--- config.mk ---
export PLATFORM = sky130hd
export DESIGN_NAME = cpu_control
export DESIGN_NICKNAME = d
export VERILOG_FILES = /design/src/rtl/cpu_control.sv
export SDC_FILE = /design/constraint.sdc
export NUM_CORES = 1
export LEC_CHECK = 0
export CORE_MARGIN = 1.5
export CORE_UTILIZATION = 45
export DETAILED_ROUTE_END_ITERATION = 16
export GPL_TIMING_DRIVEN = 0
export PLACE_DENSITY = 0.85
export SLEW_MARGIN = 30
export SYNTH_ARGS = -nofsm -noshare
export SYNTH_HDL_FRONTEND = slang
export SYNTH_SLANG_ARGS = --single-unit
--- constraint.sdc ---
create_clock -name clk -period 2.8 [get_ports clk]
set_input_delay 0.7 -clock clk [delete_from_list [all_inputs] [get_ports clk]]
set_output_delay 0.7 -clock clk [all_outputs]
set_load 0.05 [all_outputs]
--- src/rtl/cpu_control.sv ---
// cpu_control -- instruction register and control FSM for a simple datapath.
//
// Holds a 16-bit instruction register (IR) and steps each instruction through
// WAIT -> DECODE -> {GET_A} -> {GET_B} -> {ALU} -> {WRITE_REG | WRITE_IMM} -> WAIT.
// All datapath controls are Moore outputs. They are computed from the next
// state and next IR and then registered, so they stay glitch-free and change
// only on clk.
//
// Ports
//   clk, reset      rising-edge clock, synchronous active-high reset
//   s               start executing the instruction held in IR (sampled in WAIT)
//   load, in[15:0]  load the instruction register (honoured only while w=1)
//   w               idle flag, 1 only in WAIT
//   readnum/writenum register-file read/write selects
//   vsel            writeback source: 00 = C, 10 = sximm8
//   loada/loadb/loadc/loads/write  datapath strobes
//   asel/bsel       source-operand selects (bsel is always 0)
//   shift, ALUop    shifter / ALU controls
//   sximm8, sximm5  IR[7:0] / IR[4:0] sign-extended, combinational from IR
//   state_dbg       current FSM state, for debug visibility
//   retired[15:0]   retired-instruction count; present only when the macro
//                   CPU_CONTROL_RETIRE_CNT_EN is defined
//
// Handshake: s is a level start request. It is accepted on any rising edge
// where the FSM is in WAIT. Holding s high starts the next instruction on the
// edge right after the FSM returns to WAIT.

module cpu_control (
   input  logic        clk,
   input  logic        reset,
   input  logic        s,
   input  logic        load,
   input  logic [15:0] in,
   output logic        w,
   output logic [2:0]  readnum,
   output logic [2:0]  writenum,
   output logic [1:0]  vsel,
   output logic        loada,
   output logic        loadb,
   output logic        loadc,
   output logic        loads,
   output logic        write,
   output logic        asel,
   output logic        bsel,
   output logic [1:0]  shift,
   output logic [1:0]  ALUop,
   output logic [15:0] sximm8,
   output logic [15:0] sximm5,
`ifdef CPU_CONTROL_RETIRE_CNT_EN
   output logic [15:0] retired,
`endif
   output logic [2:0]  state_dbg
);

   typedef enum logic [2:0] {
      S_WAIT      = 3'd0,
      S_DECODE    = 3'd1,
      S_GET_A     = 3'd2,
      S_GET_B     = 3'd3,
      S_ALU       = 3'd4,
      S_WRITE_REG = 3'd5,
      S_WRITE_IMM = 3'd6
   } state_t;

   typedef struct packed {
      logic       w;
      logic [2:0] readnum;
      logic [2:0] writenum;
      logic [1:0] vsel;
      logic       loada;
      logic       loadb;
      logic       loadc;
      logic       loads;
      logic       write;
      logic       asel;
      logic       bsel;
      logic [1:0] shift;
      logic [1:0] aluop;
   } ctrl_t;

   state_t      state;
   state_t      state_nxt;
   logic [15:0] ir;
   logic [15:0] ir_nxt;
   ctrl_t       ctrl;

   logic [2:0]  opcode;
   logic [1:0]  op;

   assign opcode = ir[15:13];
   assign op     = ir[12:11];

   // Control word for a given state and instruction.
   function automatic ctrl_t ctrl_for(input state_t st, input logic [15:0] word);
      ctrl_t c;
      logic  mov_reg;
      logic  cmp;
      c       = '0;
      mov_reg = (word[15:13] == 3'b110) && (word[12:11] == 2'b00);
      cmp     = (word[15:13] == 3'b101) && (word[12:11] == 2'b01);
      case (st)
         S_WAIT:  c.w = 1'b1;
         S_GET_A: begin
            c.readnum = word[10:8];
            c.loada   = 1'b1;
         end
         S_GET_B: begin
            c.readnum = word[2:0];
            c.loadb   = 1'b1;
         end
         S_ALU: begin
            c.loadc = 1'b1;
            c.shift = word[4:3];
            // MOV reg passes B through the ALU as an ADD with A forced to 0.
            c.aluop = mov_reg ? 2'b00 : word[12:11];
            c.asel  = mov_reg;
            c.loads = cmp;
         end
         S_WRITE_REG: begin
            c.writenum = word[7:5];
            c.vsel     = 2'b00;
            c.write    = 1'b1;
         end
         S_WRITE_IMM: begin
            c.writenum = word[10:8];
            c.vsel     = 2'b10;
            c.write    = 1'b1;
         end
         default: c = '0;
      endcase
      return c;
   endfunction

   // IR only accepts a new word while idle.
   always_comb begin
      ir_nxt = ir;
      if (load && (state == S_WAIT)) ir_nxt = in;
   end

   always_comb begin
      state_nxt = state;
      case (state)
         S_WAIT:   if (s) state_nxt = S_DECODE;
         S_DECODE: begin
            state_nxt = S_WAIT;  // unknown encodings fall straight back to idle
            if (opcode == 3'b110 && op == 2'b10)
               state_nxt = S_WRITE_IMM;
            else if ((opcode == 3'b110 && op == 2'b00) ||
                     (opcode == 3'b101 && op == 2'b11))
               state_nxt = S_GET_B;
            else if (opcode == 3'b101)
               state_nxt = S_GET_A;
         end
         S_GET_A:  state_nxt = S_GET_B;
         S_GET_B:  state_nxt = S_ALU;
         // CMP only updates status, so it retires directly from ALU.
         S_ALU:    state_nxt = (opcode == 3'b101 && op == 2'b01) ? S_WAIT : S_WRITE_REG;
         S_WRITE_REG, S_WRITE_IMM: state_nxt = S_WAIT;
         default:  state_nxt = S_WAIT;
      endcase
   end

   always_ff @(posedge clk) begin
      if (reset) begin
         state <= S_WAIT;
         ir    <= '0;
         ctrl  <= ctrl_for(S_WAIT, 16'h0000);
      end else begin
         state <= state_nxt;
         ir    <= ir_nxt;
         ctrl  <= ctrl_for(state_nxt, ir_nxt);
      end
   end

   assign w         = ctrl.w;
   assign readnum   = ctrl.readnum;
   assign writenum  = ctrl.writenum;
   assign vsel      = ctrl.vsel;
   assign loada     = ctrl.loada;
   assign loadb     = ctrl.loadb;
   assign loadc     = ctrl.loadc;
   assign loads     = ctrl.loads;
   assign write     = ctrl.write;
   assign asel      = ctrl.asel;
   assign bsel      = ctrl.bsel;
   assign shift     = ctrl.shift;
   assign ALUop     = ctrl.aluop;
   assign state_dbg = state;

   assign sximm8 = {{8{ir[7]}}, ir[7:0]};
   assign sximm5 = {{11{ir[4]}}, ir[4:0]};

`ifdef CPU_CONTROL_RETIRE_CNT_EN
   logic [15:0] retire_cnt;
   logic        retire_evt;

   // Every legal instruction returns to WAIT from exactly one of these states.
   assign retire_evt = (state == S_WRITE_REG) || (state == S_WRITE_IMM) ||
                       ((state == S_ALU) && (opcode == 3'b101) && (op == 2'b01));

   always_ff @(posedge clk) begin
      if (reset)           retire_cnt <= '0;
      else if (retire_evt) retire_cnt <= retire_cnt + 16'd1;
   end

   assign retired = retire_cnt;
`endif

endmodule

==> results of run 1 <==
==> area by class of cell <==
class	instances	area (um2)	area share (%)
clock inverters	2	38.79	1.503
inverters	4	15.01	0.5817
multi-input cells	94	649.4	25.16
plain buffers	40	294.0	11.39
clock buffers	6	72.57	2.811
repair buffers	71	710.7	27.53
well taps	48	60.06	2.327
flip-flops and latches	37	740.7	28.70
==> layout by cell type (no fill, tap or decap), types with 2 or more instances in the layout <==
| cell type | instances |
|---|---|
| nor2_1 | 31 |
| nand2b_1 | 2 |
| nand2_1 | 3 |
| clkbuf_8 | 5 |
| buf_4 | 36 |
| mux2i_1 | 15 |
| nand3_1 | 2 |
| o22ai_1 | 3 |
| clkbuf_1 | 3 |
| mux2_2 | 3 |
| and4bb_2 | 3 |
| conb_1 | 2 |
| clkdlybuf4s50_1 | 71 |
| dfxtp_1 | 37 |
| nor2b_1 | 3 |
| nor4b_1 | 2 |
| inv_1 | 4 |
| a21oi_1 | 4 |
==> registers in the layout (all words and copies together), names as in the netlist <==
name and count:
ALUop 2, asel 1, ir 16, loada 1, loadb 1, loadc 1
loads 1, readnum 3, shift 2, state_dbg 3, vsel 1, w 1
write 1, writenum 3
==> power by group <==
group / internal [mW] / leakage, nW / total, mW / switching, mW
Combinational: 0.148 / 0.736 / 0.338 / 0.191
Clock: 0.267 / 0.0554 / 0.449 / 0.182
Sequential: 0.544 / 0.301 / 0.561 / 0.0174
Total: 0.958 / 1.09 / 1.35 / 0.390
==> through the flow <==
step                instances  setup slack (ns)  power [mW]  util [%]
finish                    302            0.2742       1.348     71.04
global route              302            0.1617       1.405     71.04
CTS                       302            0.2606       1.355     71.04
detailed placement        294            0.1139      0.9111     67.98
global placement          294            0.1402      0.9074     67.98
floorplan                 175            0.7539      0.8076         -
==> layer usage <==
metal  routed length [um]  track usage, %  up-vias
met5                    0               0        -
met3                  199           4.754        9
met4                   76           6.649        0
li1                     -               -      708
met1                 1642           22.20      631
met2                 1794           32.68       52
==> worst max-delay path: cells and delay by family, from the launching register on <==
kind,cells,cell delay (ns)
buffers and inverters,2,0.97
flip-flops,1,0.57
==> path summary, 6_finish.rpt <==
| check | end | slack [ns] | cells past startpoint |
|---|---|---|---|
| worst min register to register | ir[9] | 0.52 | 2 |
| worst min-delay path | ir[9] | 0.52 | 2 |
| worst max-delay path | sximm5[13] | 0.27 | 2 |
| worst max register to register | readnum[2] | 0.71 | 7 |
==> cells by family after synthesis <==
logic type | count (synthesis)
buffers and inverters | 44
flip-flops | 37
AO/OA/AOI/OAI | 16
AND/OR/NAND/NOR | 58
multiplexers | 18
other | 1
==> flow_summary.yaml, run 1 <==
min_path:
  hold_path.class: "reg2reg"
  worst_hold_startpoint: "ir[9]"
logic_synthesis:
  synth_enable_flop_cells: 0
  async_flop_share_pct: 0
  synth_cells: 174
  yosys_warns: 0
  post_synth_main_area_contributors: "dfxtp_1, buf_4, mux2i_1"
  synth_seq_cells: 37
  synth_largest_type_area_fraction_pct: 43.69
  part_of_the_yosys_area_used_for_sequential_elements_pct: 43.69
  synth_compound_area_share_pct: 7.675
  yosysUniqueCellTypes: 39
  yosysTopAreaCell: "dfxtp_1"
  yosys.area_share.xor_xnor_pct: 0
  synth_mux_area_share_pct: 10.85
  synth_top_family_by_area: "simple AND/OR/NAND/NOR gates"
  synth-main-ff-cell: "dfxtp_1"
  synthAdderAreaFrac_pct: 0
  yosys.area_share.simple_pct: 19.34
  syn_avg_cell_area_um2: 9.744
  netlist_top_cells_count: "dfxtp_1, buf_4, nor2_1, mux2i_1"
  synth.cell_area_um2: 1695
  post-synth-top-count-cell: "dfxtp_1"
worst_setup_path:
  r2r_start: "state_dbg[0]"
  setup.worst_path.start: "ir[4]"
  cp.arrival_ns: 1.83
  path_max_fanout: 14
  max_stage_delay_ns: 0.79
  cp_cell_sequence: "buf_4 > clkdlybuf4s50_1"
  timing.critical_path.from_type: "flip-flop"
  setup.worst_path.end_class: "output pin"
  criticalPathCategory: "reg2out"
  timing.critical_path.required_ns: 2.10
  critPathSlowestCell: "clkdlybuf4s50_1"
final_layout:
  design.final.nets: 273
  area_growth_syn_to_layout_pct: 52.25
  final.fill_count: 277
  antenna_cells_inserted: 0
  design_area_um2: 2581
  post_route_cells_drive_above_1_share_pct: 22.05
run:
  max_cap_violations: 0
clock_tree:
  htree_num_levels: 2
  clk_latency_ns: 0.28
  cts_made_buffers: 5
  clock_tree.buffer_depth: 2
  cts-root-buf: "clkbuf_8"
  post_cts.resized_instances: 0
  cts_hold_repair.buffers: 0
  cts.sinks: 37
  tritoncts: "yes"
  cts_post_setup_buffers_inserted: 0
  clk_pin_slew_ns: 0.07
route:
  detail_route.wirelength_mm: 3.713
  final_antenna_violating_net_count: 0
  routed_wire_length_per_instance_um: 12.29
  dr.pass1.iters: 6
  routed_via_density: 4.636
  drcViolationCount: 0
  vias: 1400
  detailedRoute.firstIterationViolations: 72
placement:
  gp_congestion: 0.7860
  hpwlAfterDp_mm: 2.736
  dpl-instance-area_um2: 2470
  io_buffer_count: 71
global_route:
  grt_pass1_wl_mm: 6.092
  globalRoute.totalOverflow: 0
  first_global_vias: 1366
  antenna_found_initial: 0
  groute.usage.overall_pct: 18.75
  pin_count_of_the_biggest_net_entering_global_routing: 15
floorplanning:
  floorplan.initialDensity_pct: 46.66
  ios: 75
  fp.dieArea_um2: 4145
  placeableCoreArea_um2: 3633
  fp-row-count: 22
  die_h_um: 64.38
  fp.dieW_um: 64.38
power_and_ir_drop:
  static-leakage-power_nw: 1.093
  power.ir.vdd_worst_uv: 317.0
  power_per_cell_area_nw_per_um2: 522.2
timing:
  rsz0062_at_grt: "no"
  clock-skew-final_ns: 0.006013
  max_transition_viols_final: 0
  setup_viol_count_final: 0
  timing_worst_slew_pin_value_ns: 0.6824
  worst_slew_margin_rel_pct: 53.87
  timing.fmax_mhz: 395.9
  final.setup.tns_ns: 0
  holdWs_ns: 0.5210
  fin_crit_sh_pct: 90.21
  hold_viol_final: 0
  finalCriticalPeriod_ns: 2.526
status:
  outcome: "complete, no violations"
Note: power is estimated with default switching activity, not from simulation.
==> run 2: changes to the inputs <==
--- a/config.mk
+++ b/config.mk
@@ -5,11 +5,14 @@
 export SDC_FILE = /design/constraint.sdc
 export NUM_CORES = 1
 export LEC_CHECK = 0
+export CELL_PAD_IN_SITES_DETAIL_PLACEMENT = 1
+export CELL_PAD_IN_SITES_GLOBAL_PLACEMENT = 1
 export CORE_MARGIN = 1.5
-export CORE_UTILIZATION = 45
+export CORE_UTILIZATION = 30
+export CTS_CLUSTER_SIZE = 10
 export DETAILED_ROUTE_END_ITERATION = 16
 export GPL_TIMING_DRIVEN = 0
-export PLACE_DENSITY = 0.85
+export PLACE_DENSITY_LB_ADDON = 0.1
 export SLEW_MARGIN = 30
 export SYNTH_ARGS = -nofsm -noshare
 export SYNTH_HDL_FRONTEND = slang
==> constraint.sdc (replaced) <==
create_clock -name clk -period 2.45 [get_ports clk]
set_input_delay 0.6125 -clock clk [delete_from_list [all_inputs] [get_ports clk]]
set_output_delay 0.6125 -clock clk [all_outputs]
set_load 0.05 [all_outputs]
==> run 2 against run 1 <==
Cell area rose by 0.29%. Total power rose by 5.8%. Global-route usage fell by 4.6 points. Wire length rose by 10%. Hold slack improved by 0.0047 ns. Clock skew rose by 0.0014 ns. Worst setup slack got worse by 0.19 ns. Critical endpoint is now sximm8[9].
==> flow_summary.yaml, run 2 (synthesized netlist as in run 1, its figures left out) <==
route:
  routed_via_density: 4.399
  dr.pass1.iters: 4
  vias: 1434
  final_antenna_violating_net_count: 0
  routed_wire_length_per_instance_um: 12.56
  detail_route.wirelength_mm: 4.093
  detailedRoute.firstIterationViolations: 47
  drcViolationCount: 0
timing:
  fin_crit_sh_pct: 96.46
  setup_viol_count_final: 0
  max_transition_viols_final: 0
  rsz0062_at_grt: "no"
  worst_slew_margin_rel_pct: 65.41
  timing.fmax_mhz: 423.1
  timing_worst_slew_pin_value_ns: 0.5172
  clock-skew-final_ns: 0.007383
  hold_viol_final: 0
  finalCriticalPeriod_ns: 2.363
final_layout:
  antenna_cells_inserted: 0
  area_growth_syn_to_layout_pct: 52.69
  design.final.nets: 273
  largest_register: "ir"
  flip_flop_count_of_the_largest_register_after_layout: 16
  design_area_um2: 2589
  final_cell_mix: "clkdlybuf4s50_1, dfxtp_1, buf_4"
  final_core_occ_pct: 47.30
  layout.cells.most_common: "clkdlybuf4s50_1"
  post_route_cells_drive_above_1_share_pct: 22.05
clock_tree:
  clk_latency_ns: 0.28
  cts-root-buf: "clkbuf_8"
  clk_pin_slew_ns: 0.07
  cts_hold_repair.buffers: 0
  htree_num_levels: 2
  cts.sinks: 37
  cts_post_setup_buffers_inserted: 0
  tritoncts: "yes"
  cts_made_buffers: 5
  clock_tree.buffer_depth: 2
worst_setup_path:
  regToRegEndpoint: "loads"
  cp.arrival_ns: 1.75
  path_max_fanout: 10
  r2r_start: "state_dbg[2]"
  worst-r2r-cell-count: 4
  setup.worst_path.end_class: "output pin"
  timing.critical_path.required_ns: 1.84
  timing.critical_path.from_type: "flip-flop"
  criticalPathCategory: "reg2out"
  r2r_setup_slack_ns: 0.40
global_route:
  antenna_found_initial: 0
  globalRoute.totalOverflow: 0
  pin_count_of_the_biggest_net_entering_global_routing: 15
  grt_pass1_wl_mm: 6.782
  groute.usage.overall_pct: 14.15
  first_global_vias: 1477
min_path:
  worst_hold_startpoint: "ir[5]"
  hold_path.class: "reg2reg"
  holdPathEnd: "ir[5]"
  worstHoldPathCells: 2
floorplanning:
  fp.dieArea_um2: 6111
  ios: 75
  floorplan.initialDensity_pct: 30.98
  placeableCoreArea_um2: 5473
  fp-row-count: 27
  die_h_um: 78.18
  fp.dieW_um: 78.18
placement:
  io_buffer_count: 71
  gp_congestion: 0.6817
  dpl-instance-area_um2: 2500
  hpwlAfterDp_mm: 3.067
run:
  max_cap_violations: 0
power_and_ir_drop:
  power.ir.vdd_worst_uv: 203.4
  static-leakage-power_nw: 1.225
  power_per_cell_area_nw_per_um2: 551.1
status:
  outcome: "complete, no violations"
run 2: worst max-delay path by stage:
stage / start / to / slack (ns) / cells past startpoint
2_1_floorplan: state_dbg[0] / writenum[0] / 0.40 / 6
3_3_place_gp: load / readnum[1] / -0.29 / 7
3_5_place_dp: load / readnum[1] / -0.30 / 7
4_1_cts: load / readnum[1] / 0.02 / 7
5_1_grt: ir[7] / sximm8[9] / 0.004 / 2
6_report: ir[7] / sximm8[9] / 0.09 / 2
run 2: through the flow:
step	total power, mW	instances	setup TNS [ns]	setup WS (ns)	hold slack, ns
after global placement	1.044	318	-4.060	-0.2929	0.5029
after detailed placement	1.048	318	-4.222	-0.3028	0.5163
after global routing	1.503	326	0	0.003663	0.5557
final	1.427	326	0	0.08665	0.5257
after CTS	1.450	326	0	0.02154	0.5337
after floorplan	0.9230	175	0	0.4039	0.4755
run 2: critical path, cell delays in order, from the launching register on:
cell and delay, ns:
dfxtp_1 0.50, buf_4 0.17, clkdlybuf4s50_1 0.80
run 2: repair_timing:
| item | 4_1_cts | 5_1_grt |
|---|---|---|
| endpoints found under the hold margin | 0 | 0 |
| endpoints found under the setup margin | 13 | 18 |
| gates resized for setup | 13 | 7 |
run 2: layout make-up:
cell class	instances	area, um2
Multi-Input combinational cell	94	655.6
Inverter	4	15.01
Fill cell	645	2884
Clock buffer	7	76.32
Buffer	40	294.0
Tap cell	72	90.09
Clock inverter	1	7.507
Sequential cell	37	740.7
Timing Repair Buffer	71	709.4
run 2: metal layers:
layer / wire (um) / up-vias / track usage [%]
met1: 1837 / 677 / 17.31
met5: 0 / - / 0
met2: 1947 / 47 / 23.30
met4: 49 / 0 / 5.357
li1: - / 705 / -
met3: 259 / 5 / 4.302
run 2: power by group:
group          switching, mW  leakage, nW  internal [mW]
Sequential            0.0209        0.301          0.622
Clock                  0.205       0.0385          0.201
Combinational          0.219        0.885          0.159
